===== src/rtl/bram_log_ctrl.sv =====
// BRAM capture-address controller: one-shot or circular logging with optional decimation.
// Optional feature macro: LOG_DECIM_EN (defined = keep 1 of every decim+1 valid samples).
module bram_log_ctrl #(
   parameter int ADDR_W = 10,
   parameter int DEPTH  = 1024,
   parameter int DEC_W  = 8
) (
   input  logic              clk,
   input  logic              rst,
   input  logic              run,
   input  logic              stop,
   input  logic              circ,
   input  logic [DEC_W-1:0]  decim,
   input  logic              valid_in,
   output logic              wr_en,
   output logic [ADDR_W-1:0] wr_addr,
   output logic              busy,
   output logic              done,
   output logic              wrapped
);

   typedef enum logic {
      IDLE    = 1'b0,
      WRITING = 1'b1
   } state_t;

   localparam logic [ADDR_W-1:0] LAST_ADDR = ADDR_W'(DEPTH - 1);

   state_t state;
   state_t state_nxt;
   logic   circ_q;
   logic   accept;
   logic   last_addr;
   logic   finish;

   assign busy      = (state == WRITING);
   assign last_addr = (wr_addr == LAST_ADDR);

`ifdef LOG_DECIM_EN
   logic [DEC_W-1:0] decim_q;
   logic [DEC_W-1:0] dec_cnt;

   // Reset gates the strobe so the BRAM never sees a write in a reset cycle.
   assign accept = !rst && (state == WRITING) && valid_in && (dec_cnt == '0);

   always_ff @(posedge clk) begin
      if (rst) begin
         decim_q <= '0;
         dec_cnt <= '0;
      end else if (state == IDLE) begin
         if (run) begin
            decim_q <= decim;
            dec_cnt <= '0;
         end
      end else if (valid_in) begin
         dec_cnt <= (dec_cnt == '0) ? decim_q : dec_cnt - 1'b1;
      end
   end
`else
   logic unused_decim;
   assign unused_decim = ^decim;
   assign accept       = !rst && (state == WRITING) && valid_in;
`endif

   assign wr_en = accept;

   always_ff @(posedge clk) begin
      if (rst) begin
         state <= IDLE;
      end else begin
         state <= state_nxt;
      end
   end

   // Capture ends on the last one-shot write or on any stop in circular mode.
   always_comb begin
      state_nxt = state;
      finish    = 1'b0;
      case (state)
         IDLE: begin
            if (run) begin
               state_nxt = WRITING;
            end
         end
         WRITING: begin
            if ((accept && last_addr && !circ_q) || (circ_q && stop)) begin
               finish    = 1'b1;
               state_nxt = IDLE;
            end
         end
      endcase
   end

   // wr_addr and wrapped are left untouched in IDLE so software can find the buffer head.
   always_ff @(posedge clk) begin
      if (rst) begin
         wr_addr <= '0;
         wrapped <= 1'b0;
         circ_q  <= 1'b0;
         done    <= 1'b0;
      end else begin
         done <= finish;
         if (state == IDLE) begin
            if (run) begin
               wr_addr <= '0;
               wrapped <= 1'b0;
               circ_q  <= circ;
            end
         end else if (accept) begin
            if (last_addr) begin
               wr_addr <= '0;
               if (circ_q) begin
                  wrapped <= 1'b1;
               end
            end else begin
               wr_addr <= wr_addr + 1'b1;
            end
         end
      end
   end

endmodule


===== config.mk =====
export PLATFORM = sky130hd
export DESIGN_NAME = bram_log_ctrl
export DESIGN_NICKNAME = d
export VERILOG_FILES = /design/src/rtl/bram_log_ctrl.sv
export SDC_FILE = /design/constraint.sdc
export NUM_CORES = 1
export LEC_CHECK = 0
export CAP_MARGIN = 5
export CORE_MARGIN = 3
export CORE_UTILIZATION = 40
export CTS_CLUSTER_SIZE = 8
export DETAILED_ROUTE_END_ITERATION = 16
export PLACE_DENSITY = 0.76
export SLEW_MARGIN = 20
export SYNTH_ARGS = -nofsm -noshare
export SYNTH_HDL_FRONTEND = slang
export SYNTH_SLANG_ARGS = --single-unit
export TNS_END_PERCENT = 100

===== constraint.sdc =====
create_clock -name clk -period 3.8 [get_ports clk]
set_input_delay 0.76 -clock clk [delete_from_list [all_inputs] [get_ports clk]]
set_output_delay 0.76 -clock clk [all_outputs]
set_load 0.05 [all_outputs]

==> Word-level counts from Yosys, hierarchy flattened <==
Cells that the tools add are included.
W data, S select, Z words.
{ "word_totals": {"reg_bits": 14, "output_inout_bits": 14} }
{ "op_classes": {"addsub": 1, "eq_ne": 4, "muxes": 13, "n_bitwise": 1, "reduce_logical": 13} }
{ "ops": {"columns": ["op", "count"], "rows": [
  ["$mux W10", 4],
  ["$add A10 B1 Y10 const B", 1],
  ["$eq A10 B10 Y1 const B", 1],
  ["$mux W1", 8],
  ["$ne A2 B1 Y1 const B", 3],
  ["$logic_and A1 B1 Y1", 5],
  ["$reduce_and A2 Y1", 2],
  ["$reduce_and A4 Y1", 1],
  ["$logic_not A1 Y1", 2],
  ["$pmux W1 S2", 1],
  ["$reduce_bool A2 Y1", 1],
  ["$reduce_or A2 Y1", 1],
  ["$logic_or A1 B1 Y1", 1],
  ["$not A1 Y1", 1]
]} }

==> Longest topological paths before layout <==
Gate-level depths: netlist of the first run.
{ "depth": {"ltp_word": 8, "ltp_mapped": 5, "ltp_nobuf": 5} }

==> Worst setup path before layout of the first run <==
Ideal clock, no wire load.
{ "synth_path": {"path_type": "input-to-output", "startpoint": "input rst", "endpoint": "output wr_en", "arrival_ns": 1.290, "required_ns": 3.040, "setup_slack_ns": 1.750, "path_stages": 2, "n_path_buf": 0, "path_cell_list": "nand3b_4 > inv_1"} }
{ "synth_between": {"elab_chain_cells": 3} }
{ "synth_rtl": {"columns": ["item", "line_no", "source"], "rows": [
  ["start, declared", "9", "input logic rst,"],
  ["$logic_not A1 Y1", "62", "assign accept = !rst && (state == WRITING) && valid_in;"],
  ["$logic_and A1 B1 Y1 (2 in series)", "62", null],
  ["end, declared", "15", "output logic wr_en,"]
]} }
No other way between the ends.

==> Final worst setup path of the first run <==
Same ends and word-level chain as after synthesis.

==> results of run 1 <==
## layout make-up
| cell class | instances | area, µm² |
|---|---|---|
| clock buffers | 4 | 36.28 |
| fillers | 126 | 528.0 |
| inverters | 3 | 11.26 |
| multi-input cells | 53 | 350.3 |
| flip-flops and latches | 14 | 280.3 |
| well taps | 15 | 18.77 |
| repair buffers | 19 | 190.2 |
## worst reg2reg max path, delay by kind of cell, from the launching register on
kind | cells | cell delay [ps]
compound gates | 2 | 710
flops | 1 | 430
simple gates | 2 | 260
fa+ha+maj | 1 | 200
## layer usage
metal	vias to the layer above	GRT usage (%)	share of wire, %
li1	297	-	-
met2	20	24.45	48
met1	284	19.63	45
met4	0	5.114	1.0
met3	3	2.344	6.2
met5	-	0	0
## state kept, by name, indices dropped and copies added (netlist names)
name / count
busy: 1
wrapped: 1
done: 1
wr_addr: 10
circ_q: 1
## cells by family after synthesis
| kind of cell | share of synthesized area (%) |
|---|---|
| adders and majority gates | 1.915 |
| buffers and inverters | 3.448 |
| AOI/OAI and AO/OA | 15.52 |
| DFF | 42.91 |
| and+or+nand+nor | 23.57 |
| muxes | 3.257 |
| xor gates and xnor gates | 9.387 |
## synth_stat cells (all sizes together), types with 2 or more instances
cell type  instances
a21oi              5
xnor2              6
o21ai              2
nand3              3
inv                3
nand4              3
nor2               9
dfxtp             14
nand2b             2
or3                2
nand2              5
## where the power goes
group	leakage, nW	switching, W	internal, W
sequential	0.113	0.00000579	0.000151
clock	0.0210	0.0000500	0.0000583
combinational	0.179	0.0000315	0.0000208
## per-stage QoR
stage          instances  cell area, µm²  setup slack (ps)  utilization (%)  total power [W]
2_1_floorplan         71           653.1              1750                -        0.0001961
3_3_place_gp         104           850.8             667.1            60.12        0.0002125
3_5_place_dp         104           850.8             653.7            60.12        0.0002132
4_1_cts              108           887.1             648.1            62.69        0.0003190
5_1_grt              108           887.1             574.2            62.69        0.0003294
6_report             108           887.1             662.7            62.69        0.0003176
## worst max path at each step
| stage | start | to | slack (ps) |
|---|---|---|---|
| after floorplan | rst | wr_en | 1750 |
| after global placement | rst | wr_en | 670 |
| after detailed placement | rst | wr_en | 650 |
| after CTS | rst | wr_en | 650 |
| after global routing | rst | wr_en | 570 |
| final | rst | wr_en | 660 |
==> reports/qor.csv, run 1 <==
metric,value,unit
die-height,46.41,µm
area_growth,35.82,%
hold_path_end,wrapped,
clockRootBuffer,clkbuf_4,
drv_slew,0,
drv_cap,0,
synth_seq_cells,14,
drc_errors,0,
cts_resized,0,
hpwl,1.024,mm
syn-instance-count,71,
slew_headroom,66.56,%
final_nets,109,
timing.fmax,0.3187,GHz
cts_tree,built,
rsz0062_at_grt,no,
critPathLaunchType,primary input,
worstHoldStart,wrapped,
crit_chain,clkdlybuf4s50_1 -> nand3b_4 -> inv_1 -> clkdlybuf4s50_1,
h-tree-depth,1,
fin_hold_ws,480.4,ps
hold_depth,2,
num_rows,13,
fp.coreArea,1415,µm²
start_util,46.15,%
post-route-period-util,82.56,%
fin_skew,2.141,ps
criticalPathCategory,in2out,
drtIter0Drc,14,
syn-num-nets,86,
critical_path_arrival,2380,ps
r2r_slack,2090,ps
mostFrequentLayoutCell,clkdlybuf4s50_1,
path_clk_slew,90,ps
ff2ff_path_depth,5,
holdCritPathClass,reg2reg,
antenna_found_initial,0,
synth.area.top_cells,"dfxtp_1 (43%), xnor2_1 (8.0%), nor2_1 (5.2%)",
cts.sinks,14,
cts_setup_buffers,0,
timing.rr.end,wr_addr[2],
drive_gt1_share,8.602,%
grt_pass1_vias,568,
grt_max_degree,12,
hold_viol_final,0,
insertedDiodeCount,0,
syn-mean-instance-area,9.199,µm²
antenna_left,0,
required,3040,ps
syn_area,653.1,µm²
synthFlopType,dfxtp_1,
setup_viol,0,
io_pins,28,
tightest_slew,500.0,ps
die_w,46.41,µm
drtPass1Iterations,4,
cts_made_buffers,3,
path_buf_inv,3,
tns,0,ps
yosys_warnings,0,
slowest_delay,790,ps
grt_pass1_wl,2.359,mm
synth_edf_count,0,
crit_path_max_fanout,9,
rr_startpoint,wr_addr[0],
overflow,0,
clk_path_buf_depth,2,
yosysTopAreaCell,dfxtp_1,
ir_worst_vdd,0.1903,mV
cp_top_family,buffers and inverters,
drt_wl_total,1.345,mm
netlist.area_leader.share,42.91,%
cp-end-kind,output pin,
status,finished clean,
die_area,2154,µm²
critical_path.slowest_cell,clkdlybuf4s50_1,
place_congestion,0.6871,
via_count,604,
vias_per_cell,5.593,
mostFrequentLayoutCells,"clkdlybuf4s50_1 (19), dfxtp_1 (14), nor2_1 (9)",
path_common_cell,clkdlybuf4s50_1,
clk-insertion-delay-late,280,ps
p_per_area,358.0,nW/µm²
crit_cells,4,
synth.distinct_cells,29,
avgRoutedWirePerCell,12.45,µm
async_reset_ff_share,0,%
cts_hold_buf,0,
ys_seq_area_share,42.91,%
grt.total_usage,14.93,%
port_buffers,19,
leakage,0.3139,nW
finalCriticalPeriod,3137,ps
Note: power is estimated with default switching activity, not from simulation.
==> inputs of run 2 (changes only) <==
clock period = 3.2 ns   (was 3.8 ns; I/O delays follow)
==> reports/qor.csv, run 2 (synthesized netlist as in run 1, its figures left out) <==
metric,value,unit
cts_setup_buffers,0,
cp-end-kind,output pin,
largest_register_ff_count,10,
insertedDiodeCount,0,
cts_tree,built,
crit_path_max_fanout,9,
fp.coreArea,1415,µm²
port_buffers,19,
critPathLaunchType,primary input,
io_pins,28,
drv_slew,0,
mostFrequentLayoutCell,clkdlybuf4s50_1,
hold_viol_final,0,
tns,0,ps
fin_skew,2.312,ps
cts_hold_buf,0,
drive_gt1_share,9.677,%
start_util,46.15,%
clk_path_buf_depth,2,
overflow,0,
hold_path_end,wrapped,
cts_resized,0,
place_area,848.3,µm²
holdCritPathClass,reg2reg,
die_area,2154,µm²
drv_cap,0,
drtPass1Iterations,2,
worstHoldStart,wrapped,
ff2ff_path_depth,5,
regMostFlops,wr_addr,
criticalPathCategory,in2out,
drt_wl_total,1.373,mm
mostFrequentLayoutCells,"clkdlybuf4s50_1 (18), dfxtp_1 (14), nor2_1 (9)",
num_rows,13,
timing.fmax,0.4335,GHz
num-fill-cells,131,
cts_made_buffers,3,
slew_headroom,66.76,%
grt_max_degree,12,
grt_pass1_wl,2.401,mm
rr_startpoint,wr_addr[0],
setup_viol,0,
final_nets,109,
drtIter0Drc,2,
final_util,62.51,%
required,2560,ps
place_congestion,0.6883,
critical_path_arrival,1670,ps
clockRootBuffer,clkbuf_4,
leakage,0.3158,nW
tightest_slew,497.1,ps
die_w,46.41,µm
place_inst,104,
ir_worst_vdd,0.2689,mV
drc_errors,0,
avgRoutedWirePerCell,12.71,µm
vias_per_cell,5.380,
area_growth,35.44,%
timing.rr.end,wr_addr[0],
design_area,884.6,µm²
path_clk_slew,80,ps
r2r_slack,1520,ps
cts.sinks,14,
finalCriticalPeriod,2307,ps
rsz0062_at_grt,no,
status,finished clean,
post-route-period-util,72.08,%
grt.total_usage,15.74,%
antenna_left,0,
finalPower,0.0003765,W
fin_cells,108,
grt_pass1_vias,566,
via_count,581,
antenna_found_initial,0,
clk-insertion-delay-late,280,ps
die-height,46.41,µm
p_per_area,425.6,nW/µm²
hold_depth,2,
hpwl,1.016,mm
h-tree-depth,1,
[run 2: changes by cell type in the layout (fill, tap and decap cells not counted), sizes merged]
cell,previous run,this run
buf,0,1
clkdlybuf4s50,19,18
[run 2: power breakdown]
group	total (W)	switching, W	internal [W]	leakage, nW
clock network	0.000128	0.0000585	0.0000693	0.0210
logic	0.0000621	0.0000375	0.0000246	0.181
registers	0.000187	0.00000718	0.000179	0.113
total	0.000376	0.000103	0.000273	0.316
[run 2: worst max-delay path by stage]
stage | start | to | slack (ps) | depth (start not counted)
after CTS | rst | wr_en | 900 | 4
after global placement | rst | wr_en | 900 | 4
after global routing | rst | wr_en | 830 | 4
after floorplan | busy | wr_en | 1340 | 2
after detailed placement | rst | wr_addr[9] | 860 | 5
final | rst | wr_en | 890 | 4
[run 2: area by class of cell]
class	count	area, µm²	share of cell area [%]
clock buffer	4	36.28	4.102
multi-input combinational	53	350.3	39.60
sequential	14	280.3	31.68
inverter	3	11.26	1.273
timing repair buffer	19	187.7	21.22
tap	15	18.77	2.122
[run 2: metrics by stage]
stage / worst slack, ps / hold WS, ps
finish: 893.4 / 490.2
global route: 832.8 / 551.1
CTS: 898.8 / 498.0
detailed placement: 860.6 / 467.6
global placement: 900.9 / 461.9
floorplan: 1343 / 495.3
[run 2: metal layers]
layer	up-vias	routed length (µm)	track usage, %
li1	293	-	-
met1	269	620	19.44
met2	14	652	25.00
met3	5	63	2.344
met4	0	36	10.23
met5	-	0	0
[run 2: critical path: stages]
cell and delay, ps:
clkdlybuf4s50_1 570, nand3b_4 220, inv_1 50, buf_4 180
==> inputs of run 3 (changes only) <==
clock period = 2.34 ns   (was 3.2 ns; I/O delays follow)
==> reports/qor.csv, run 3 (synthesized netlist as in run 1, its figures left out) <==
metric,value,unit
status,finished clean,
drtIter0Drc,10,
cts_made_buffers,3,
slowest_delay,850,ps
cts_tree,built,
cp-end-kind,output pin,
setup_viol,0,
finalCriticalPeriod,2038,ps
drv_cap,0,
slew_headroom,66.56,%
cts_resized,0,
critical_path_arrival,1570,ps
fin_skew,1.976,ps
clk-insertion-delay-late,280,ps
port_buffers,19,
drc_errors,0,
area_growth,39.66,%
antenna_left,0,
pre_cts_slack,262.1,ps
fin_hold_ws,488.3,ps
timing.fmax,0.4906,GHz
drive_gt1_share,11.58,%
overflow,0,
setup_slack,301.5,ps
grt_max_degree,10,
place_congestion,0.7036,
regMostFlops,wr_addr,
clk_path_buf_depth,2,
vias_per_cell,5.155,
clockRootBuffer,clkbuf_4,
start_util,46.15,%
required,1870,ps
holdCritPathClass,reg2reg,
antenna_found_initial,0,
avgRoutedWirePerCell,12.61,µm
rsz0062_at_grt,no,
grt_pass1_vias,549,
crit_chain,clkdlybuf4s50_1,
path_buf_inv,1,
grt.total_usage,15.10,%
critical_path.slowest_cell,clkdlybuf4s50_1,
final_nets,111,
leakage,0.3281,nW
post-route-period-util,87.11,%
cp_top_family,buffers and inverters,
num-fill-cells,130,
hpwl,1.030,mm
cts.sinks,14,
mostFrequentLayoutCells,"clkdlybuf4s50_1 (18), dfxtp_1 (14), nor2_1 (9)",
crit_path_max_fanout,6,
tns,0,ps
largest_register_ff_count,10,
tightest_slew,500.0,ps
insertedDiodeCount,0,
die-height,46.41,µm
io_pins,28,
critPathLaunchType,register,
ir_worst_vdd,0.3494,mV
die_w,46.41,µm
cts_setup_buffers,0,
num_rows,13,
h-tree-depth,1,
die_area,2154,µm²
final_util,64.46,%
hold_viol_final,0,
fp.coreArea,1415,µm²
p_per_area,568.9,nW/µm²
grt_pass1_wl,2.242,mm
criticalPathCategory,reg2out,
mostFrequentLayoutCell,clkdlybuf4s50_1,
via_count,567,
drt_wl_total,1.387,mm
path_clk_slew,80,ps
drtPass1Iterations,6,
cts_hold_buf,0,
drv_slew,0,
finalPower,0.0005190,W
-- run 3: cell count changes in the layout (fill, tap and decap cells not counted) --
cell | previous run | this run
buf_12 | 0 | 1
buf_4 | 1 | 2
-- run 3: final timing paths --
| check | slack (ps) | endpoint | from | cells after the start |
|---|---|---|---|---|
| setup / recovery | 300 | wr_addr[6] | wr_addr[6] | 1 |
| hold / removal | 490 | wrapped | wrapped | 2 |
| hold reg to reg | 490 | wrapped | wrapped | 2 |
| setup reg to reg | 630 | wr_addr[4] | wr_addr[0] | 5 |
-- run 3: layout make-up --
type	instances	area, µm²	share of cell area (%)
Sequential cell	14	280.3	30.73
Timing Repair Buffer	21	215.2	23.59
Multi-Input combinational cell	53	350.3	38.41
Tap cell	15	18.77	2.058
Inverter	3	11.26	1.235
Clock buffer	4	36.28	3.978
-- run 3: layer usage --
metal / global-route usage, % / routed length (µm) / share of wire (%) / up-vias
li1: - / - / - / 298
met1: 18.03 / 664 / 48 / 249
met2: 23.63 / 636 / 46 / 16
met3: 5.859 / 67 / 4.8 / 4
met4: 6.818 / 19 / 1.4 / 0
met5: 0 / 0 / 0 / -
-- run 3: power breakdown --
group | internal [W] | total [W] | leakage, nW | switching, W
clock | 0.0000946 | 0.000172 | 0.0210 | 0.0000776
combinational | 0.0000388 | 0.0000920 | 0.194 | 0.0000532
sequential | 0.000245 | 0.000255 | 0.113 | 0.00000938
total | 0.000379 | 0.000519 | 0.328 | 0.000140
-- run 3: per-stage QoR --
stage	cell area [µm²]	instances
CTS	912.1	110
finish	912.1	110
global route	912.1	110
global placement	875.8	106
floorplan	653.1	71
detailed placement	875.8	106
